$ cat config.mk
export PLATFORM = sky130hd
export DESIGN_NAME = load_store_unit
export DESIGN_NICKNAME = d
export VERILOG_FILES = /design/src/rtl/load_store_unit.sv
export SDC_FILE = /design/constraint.sdc
export NUM_CORES = 1
export LEC_CHECK = 0
export CORE_UTILIZATION = 40
export DETAILED_ROUTE_END_ITERATION = 8
export PLACE_DENSITY = 0.69
export REMOVE_ABC_BUFFERS = 1
export SYNTH_ARGS = -nofsm -noshare
export SYNTH_HDL_FRONTEND = slang
export SYNTH_SLANG_ARGS = --single-unit
$ cat constraint.sdc
create_clock -name iClk -period 3.2 [get_ports iClk]
set_input_delay 0.64 -clock iClk [delete_from_list [all_inputs] [get_ports iClk]]
set_output_delay 0.64 -clock iClk [all_outputs]
set_load 0.005 [all_outputs]
$ cat src/rtl/load_store_unit.sv
// Load/store unit: aligns, splits and extends byte/half/word accesses
// against a word-wide synchronous-read memory port.
package lsu_pkg;
  typedef enum logic [3:0] {
    LOAD_BYTE, LOAD_HALF, LOAD_WORD,
    ULOAD_BYTE, ULOAD_HALF,
    STORE_BYTE, STORE_HALF, STORE_WORD
  } InstructionSubTypes;

  typedef struct packed {
    logic [2:0] size;
    logic       ld;
    logic       st;
    logic       sgn;
  } acc_t;

  function automatic acc_t decode(InstructionSubTypes t);
    acc_t a;
    a = '0;
    unique case (t)
      LOAD_BYTE:  a = '{3'd1, 1'b1, 1'b0, 1'b1};
      LOAD_HALF:  a = '{3'd2, 1'b1, 1'b0, 1'b1};
      LOAD_WORD:  a = '{3'd4, 1'b1, 1'b0, 1'b1};
      ULOAD_BYTE: a = '{3'd1, 1'b1, 1'b0, 1'b0};
      ULOAD_HALF: a = '{3'd2, 1'b1, 1'b0, 1'b0};
      STORE_BYTE: a = '{3'd1, 1'b0, 1'b1, 1'b0};
      STORE_HALF: a = '{3'd2, 1'b0, 1'b1, 1'b0};
      STORE_WORD: a = '{3'd4, 1'b0, 1'b1, 1'b0};
      default:    a = '0;
    endcase
    return a;
  endfunction
endpackage

module load_store_unit
  import lsu_pkg::*;
#(
  parameter bit ALLOW_MISALIGNED = 1'b1
) (
  input  logic               iClk,
  input  logic               iRstN,
  input  logic               iReqValid,
  output logic               oReqReady,
  input  InstructionSubTypes iMemoryInstructionType,
  input  logic [31:0]        iAddress,
  input  logic [31:0]        iStoreData,
  output logic               oRespValid,
  output logic [31:0]        oLoadData,
  output logic               oMisaligned,
  output logic [31:0]        oMemAddress,
  output logic               oMemWriteEn,
  output logic [3:0]         oMemByteEn,
  output logic [31:0]        oMemWriteData,
  input  logic [31:0]        iMemReadData
);
  typedef enum logic [2:0] {
    IDLE, ACC0, ACC1, DONE, ERR
  } state_t;

  state_t      state, state_n;
  acc_t        req, acc_q;
  logic        req_split, split_q;
  logic [31:0] addr_q, data_q, lo_q;
  logic [1:0]  off;
  logic [31:0] word_a;
  logic [7:0]  lanes;
  logic [63:0] wide, pair;
  logic [31:0] shifted, load_ext;

  assign req = decode(iMemoryInstructionType);
  assign req_split = (req.ld | req.st) &&
    (({2'b00, iAddress[1:0]} + {1'b0, req.size}) > 4'd4);

  assign off     = addr_q[1:0];
  assign word_a  = {addr_q[31:2], 2'b00};
  // lane mask and data span two words; upper half feeds the second access
  assign lanes   = ((8'd1 << acc_q.size) - 8'd1) << off;
  assign wide    = {32'd0, data_q} << {off, 3'b000};
  assign pair    = split_q ? {iMemReadData, lo_q}
                           : {32'd0, iMemReadData};
  assign shifted = 32'(pair >> {off, 3'b000});

  always_comb begin
    load_ext = shifted;
    unique case (acc_q.size)
      3'd1: load_ext = {{24{acc_q.sgn & shifted[7]}}, shifted[7:0]};
      3'd2: load_ext = {{16{acc_q.sgn & shifted[15]}}, shifted[15:0]};
      default: load_ext = shifted;
    endcase
  end

  always_ff @(posedge iClk or negedge iRstN) begin
    if (!iRstN) state <= IDLE;
    else        state <= state_n;
  end

  always_ff @(posedge iClk or negedge iRstN) begin
    if (!iRstN) begin
      addr_q  <= '0;
      data_q  <= '0;
      lo_q    <= '0;
      acc_q   <= '0;
      split_q <= 1'b0;
    end else begin
      if (state == IDLE && iReqValid) begin
        addr_q  <= iAddress;
        data_q  <= iStoreData;
        acc_q   <= req;
        split_q <= req_split;
      end
      if (state == ACC1) lo_q <= iMemReadData;
    end
  end

  always_comb begin
    state_n       = state;
    oReqReady     = 1'b0;
    oRespValid    = 1'b0;
    oLoadData     = '0;
    oMisaligned   = 1'b0;
    oMemAddress   = '0;
    oMemWriteEn   = 1'b0;
    oMemByteEn    = '0;
    oMemWriteData = '0;
    unique case (state)
      IDLE: begin
        oReqReady = 1'b1;
        if (iReqValid)
          state_n = (req_split && !ALLOW_MISALIGNED) ? ERR : ACC0;
      end
      ACC0: begin
        if (acc_q.ld | acc_q.st) oMemAddress = word_a;
        if (acc_q.st) begin
          oMemWriteEn   = 1'b1;
          oMemByteEn    = lanes[3:0];
          oMemWriteData = wide[31:0];
        end
        state_n = split_q ? ACC1 : DONE;
      end
      ACC1: begin
        oMemAddress = word_a + 32'd4;
        if (acc_q.st) begin
          oMemWriteEn   = 1'b1;
          oMemByteEn    = lanes[7:4];
          oMemWriteData = wide[63:32];
        end
        state_n = DONE;
      end
      DONE: begin
        oRespValid = 1'b1;
        if (acc_q.ld) oLoadData = load_ext;
        state_n = IDLE;
      end
      ERR: begin
        oRespValid  = 1'b1;
        oMisaligned = 1'b1;
        state_n     = IDLE;
      end
      default: state_n = IDLE;
    endcase
  end
endmodule

# After elaboration in Yosys (flattened, before gate mapping)

Memory sizes are Yosys's and may differ from the RTL's.
Cells that the tools add are included.

Flip-flop bits (word level): 106
ROM bits: 48
Bits of input ports: 103
Word-level logic and storage cells: 55
Memories: 1

Add/sub/neg operators: 3
Order comparisons: 1
Eq/ne operators: 7
Shift-type cells: 4
Multiplexer cells: 21
Bitwise gates (word level): 4
Reductions and logical operators: 5

Memories:

| memory           | depth | bits a word | rd ports | clocked after Yosys merged registers in | write ports | line | RTL |
|---|---|---|---|---|---|---|---|
| (name not given) | 8     | 6           | 1        | 0                                       | 0           | 20   | `unique case (t)` |

Operators by type and width:

| kind                                                                   | count |
|---|---|
| 32-bit one-hot mux with 2 select lines                                 | 3 |
| 32-bit two-way mux                                                     | 5 |
| 64-bit two-way mux                                                     | 1 |
| 32-bit by 5-bit left shift with 64-bit output                          | 1 |
| 64-bit by 5-bit >> shifter with 32-bit output                          | 1 |
| 32-bit by 3-bit adder with 32-bit output (second input constant)       | 1 |
| 3-bit by 2-bit equality test with 1-bit output (second input constant) | 3 |
| 3-bit one-hot mux with 3 select lines                                  | 1 |
| 4-bit two-way mux                                                      | 2 |
| 4-bit one-hot mux with 2 select lines                                  | 1 |
| 1-bit by 3-bit left shift with 8-bit output (first input constant)     | 1 |
| 8-bit by 2-bit left shift with 8-bit output                            | 1 |
| 8-bit by 1-bit subtractor with 8-bit output (second input constant)    | 1 |
| 3-bit by 1-bit equality test with 1-bit output (second input constant) | 2 |
| 1-bit two-way mux                                                      | 6 |
| 6-bit two-way mux                                                      | 1 |
| 2-bit by 3-bit adder with 4-bit output                                 | 1 |
| 4-bit by 3-bit > comparator with 1-bit output (second input constant)  | 1 |
| 2-bit OR reduction                                                     | 2 |
| 3-bit equality test (second input constant)                            | 1 |
| 3-bit logical NOT                                                      | 1 |
| 3-bit two-way mux                                                      | 1 |
| 1-bit AND                                                              | 2 |
| 1-bit logical AND                                                      | 2 |
| other kinds (2)                                                        | 3 |

# Depth between registers and ports, before layout

Gate-level depths: netlist of run 1.

Word-level depth: 6
Depth in mapped cells: 12
Depth with buffers taken out: 10

# Worst setup path before layout of run 1

Ideal clock, no wire load.

Path type: register to output
From: register acc_q[3] (netlist bit)
To: output oMemByteEn[1]
Data arrival time: 2.313 ns
Data required time: 2.560 ns
Slack: 0.247 ns
Cell stages (with the launch flop): 13
Buffers on the path: 3
Cells stage by stage: dfrtp_1 clkbuf_1 nand2b_1 nor2_1 clkbuf_1 inv_1 ha_1 clkbuf_1 or3_1 a21oi_1 a211o_1 a211oi_1 nor3_1

Cells in the longest elaborated chain, start to end: 5
Elaborated cells between the ends (all ways): 6
Classes of those cells: add/sub: 1; shift: 2; mux: 3

RTL lines:

| item                                            | line     | RTL |
|---|---|---|
| start: declaration                              | 61       | `acc_t req, acc_q;` |
| start signal: assignment                        | 108      | `acc_q <= req;` |
| 1-bit by 3-bit left shift with 8-bit output (*) | 77       | `assign lanes = ((8'd1 << acc_q.size) - 8'd1) << off;` |
| 8-bit by 1-bit subtractor with 8-bit output (*) | 77       |  |
| 8-bit by 2-bit left shift with 8-bit output (*) | 77       |  |
| 4-bit two-way mux (on tied branches)            | 142, 133 |  |
| 4-bit one-hot mux with 2 select lines (*)       | 125      | `unique case (state)` |
| end: declaration                                | 52       | `output logic [3:0] oMemByteEn,` |

Every way passes the cells marked *; elsewhere a longest branch is shown, timed or not.

# Worst setup path after layout of run 1

From: input iMemReadData[7]
To: output oLoadData[25]

Cells in the longest elaborated chain, start to end: 6
Elaborated cells between the ends (all ways): 7
Classes of those cells: shift: 1; mux: 4; bitwise: 2

RTL lines:

| item                                              | line   | RTL |
|---|---|---|
| start: declaration                                | 54     | `input logic [31:0] iMemReadData` |
| 64-bit two-way mux (*)                            | 79     | `assign pair = split_q ? {iMemReadData, lo_q}` |
| 64-bit by 5-bit >> shifter with 32-bit output (*) | 81     | `assign shifted = 32'(pair >> {off, 3'b000});` |
| 1-bit AND (on tied branches)                      | 87, 86 |  |
| 32-bit one-hot mux with 2 select lines (*)        | 85     | `unique case (acc_q.size)` |
| 32-bit two-way mux (*)                            | 151    | `if (acc_q.ld) oLoadData = load_ext;` |
| 32-bit two-way mux (*)                            | 125    |  |
| end: declaration                                  | 48     | `output logic [31:0] oLoadData,` |

Marks and branches as above.

==> out/qor.yml, run 1 <==
synthesis:
  synth.top_cells.by_count: "mux2_2, dfrtp_1, nor2_1"
  ys_ff_latch: 105
  synth_area_per_cell_sq_um: 9.32
  yosysWarnings: 0
  yosys-top-cells-area: "dfrtp_1, mux2_2, mux2i_1, nor2_1, nand2_1"
  async_flop_share_pct: 100
  yosysSeqAreaShare_pct: 33.8
  synth_top_cell_by_area: "dfrtp_1"
  ys.flop_type: "dfrtp_1"
  netlist-cell-type-count: 56
  synth-edff-count: 0
  synth_top_area_share_pct: 33.8
  synth_area_sq_um: 7770
  yosysMostFrequentCell: "mux2_2"
  synth_cells: 834
cells_and_area:
  area_growth_syn_to_layout_pct: 45.2
  fin_util_pct: 59.8
  drive_gt1_share_pct: 33.2
  layout.cells.non_filler: 1349
  num-nets-final: 1202
  stdcell_area_sq_um: 11300
  antennaDiodeCount: 0
detailed_routing:
  ant_nets: 0
  wl_met3_um: 1960
  wl_met1_um: 10700
  vias_per_cell: 5.62
  wl_um: 24500
  met2_length_um: 11400
  avgRoutedWirePerCell_um: 18.2
  routed-via-count: 7581
  drtIter0Drc: 423
  drc: 0
  first_pass_iters: 5
  top_layer: "met4"
timing:
  finalWorstSetupSlack_ns: -0.0178
  period_share_pct: 101
  hold-worst-slack_ns: 0.332
  period_minus_slack_ns: 3.22
  drv_slew: 0
  report.final.hold_viol_count: 0
  clock.fmax_mhz: 311
  slew_headroom_pct: 59.8
  rsz0062_at_grt: "true"
  tightest_slew_ns: 0.603
  skew_ns: 0.0102
  setup_viol: 2
place:
  port_buffers: 203
  gp_congestion: 0.889
  hpwl_um: 16500
  post-place-cells: 1291
  place_area_sq_um: 10400
cts:
  clockBufferDepth: 2
  clk_latency_ns: 0.36
  htreeDepth: 3
  root_buffer: "clkbuf_16"
  clk_transition_reported_paths_ns: 0.07
  cts_tree: "built"
  cts_buffers: 9
  cts.sinks: 105
setup_path:
  cp-end-kind: "primary output"
  setup.worst_path.start_class: "input pin"
  r2r_setup_slack_ns: 1.25
  critPathMaxFanout: 5
  required_ns: 2.56
  cp_data_arrival_time_ns: 2.58
  crit_type: "input pin to primary output"
grt:
  grt_pass1_vias: 7509
  overflow: 0
  grtUsageTotal_pct: 24.3
  antenna_found_initial: 0
  grt_max_degree: 106
  grt_pass1_wl_um: 38600
power_and_ir_drop:
  p_total_w: 0.0104
  peakVddDrop_mv: 0.435
  leakage_nw: 4.93
  power_density_nw_per_um2: 925
die:
  dieArea_sq_um: 20000
  core_area_sq_um: 18900
  initial_core_util_pct: 41.1
  fp-row-count: 50
  io_pins: 207
  die_w_um: 141
  die_h_um: 141
hold_path:
  hold_path_class: "input pin to asynchronous set/reset pin"
outcome:
  status: "complete, but fails checks"
  violations: "setup timing"
run:
  drv_cap: 0
-- cells by family after synthesis --
family	synth area share (%)
fa+ha+maj	2.51
other cells	0.0482
xor+xnor	0.451
compound gates	19.6
buf+inv	4.78
mux	24.9
flops	33.8
simple gates	13.9
-- per-stage QoR --
step	setup TNS, ns	setup WS, ns
2_1_floorplan	-65.04	-1.91
3_3_place_gp	-8.07	-0.436
3_5_place_dp	-8.66	-0.463
4_1_cts	-0.368	-0.128
5_1_grt	-0.543	-0.0969
6_report	-0.0264	-0.0178
-- layout by cell type (no fill, tap or decap), types with 7 or more instances in the layout --
cell	instances
inv_1	15
a211o_1	8
nor2_1	74
nand2_1	48
nor2_2	12
o211ai_1	13
nand3_1	7
o21a_1	8
o22ai_1	9
dfrtp_1	97
mux2_2	124
clkdlybuf4s50_1	148
or2_2	9
o21ai_0	37
nand4_1	13
a211oi_1	8
mux2i_1	47
buf_2	8
clkbuf_16	9
o22a_1	11
a31oi_1	20
clkbuf_2	10
o31ai_1	7
dfrtp_2	7
o221a_2	15
dlymetal6s2s_1	17
nor2b_1	7
buf_6	10
a21oi_1	37
buf_4	88
dlygate4sd2_1	16
ha_1	10
a32oi_1	7
-- power by group --
group | switching [W] | total, W | internal (W)
combinational | 0.00322 | 0.00667 | 0.00345
clock | 0.000522 | 0.00116 | 0.000633
sequential | 0.000594 | 0.00262 | 0.00202
total | 0.00433 | 0.0104 | 0.00611
-- timing repair --
action	CTS	global route
setup buffers	25	18
gates cloned	3	0
resized for setup	103	81
setup endpoints to repair	73	70
hold buffers	0	0
pin swaps	6	13
-- worst paths after layout --
path | depth (start not counted) | end | start
max in group asynchronous | 2 | addr_q[3] | iRstN
worst min register to register | 1 | lo_q[16] | lo_q[16]
min in group iClk | 1 | lo_q[16] | lo_q[16]
worst min-delay path | 2 | lo_q[2] | iRstN
worst max-delay path | 10 | oLoadData[25] | iMemReadData[7]
worst max register to register | 5 | lo_q[27] | state[0]
-- metal layers --
metal / global-route usage, % / vias to the layer above
met1: 32.0 / 3618
met4: 7.92 / 0
met2: 39.2 / 337
met5: 0 / -
li1: - / 3585
met3: 5.94 / 41
-- sequential cells by signal, indices dropped and copies added, names as in the netlist --
signal / cells
addr_q: 32
data_q: 32
acc_q: 6
state: 2
lo_q: 32
split_q: 1
-- cell type report --
class / instances / area, sq um
sequential: 105 / 2640
tap: 260 / 325
inverter: 19 / 71.3
multi-input combinational: 640 / 5020
clock buffer: 11 / 243
fill: 1630 / 7600
timing repair buffer: 309 / 2930
clock inverter: 5 / 62.6
-- critical path, cell delays in order --
cell and delay, ns:
dlygate4sd2_1 0.26, mux2_2 0.26, mux4_2 0.46, and3_4 0.19
o31ai_4 0.25, buf_6 0.17, buf_6 0.11, buf_6 0.09
nor2_2 0.03, buf_2 0.11
Power figures use the tool's default switching activity.
==> run 2, diff against run 1 <==
Settings changed: HOLD_SLACK_MARGIN set to 0.12.
==> results of run 2 <==
Same layout as run 1: the final DEF is identical, and so are final timing and power.
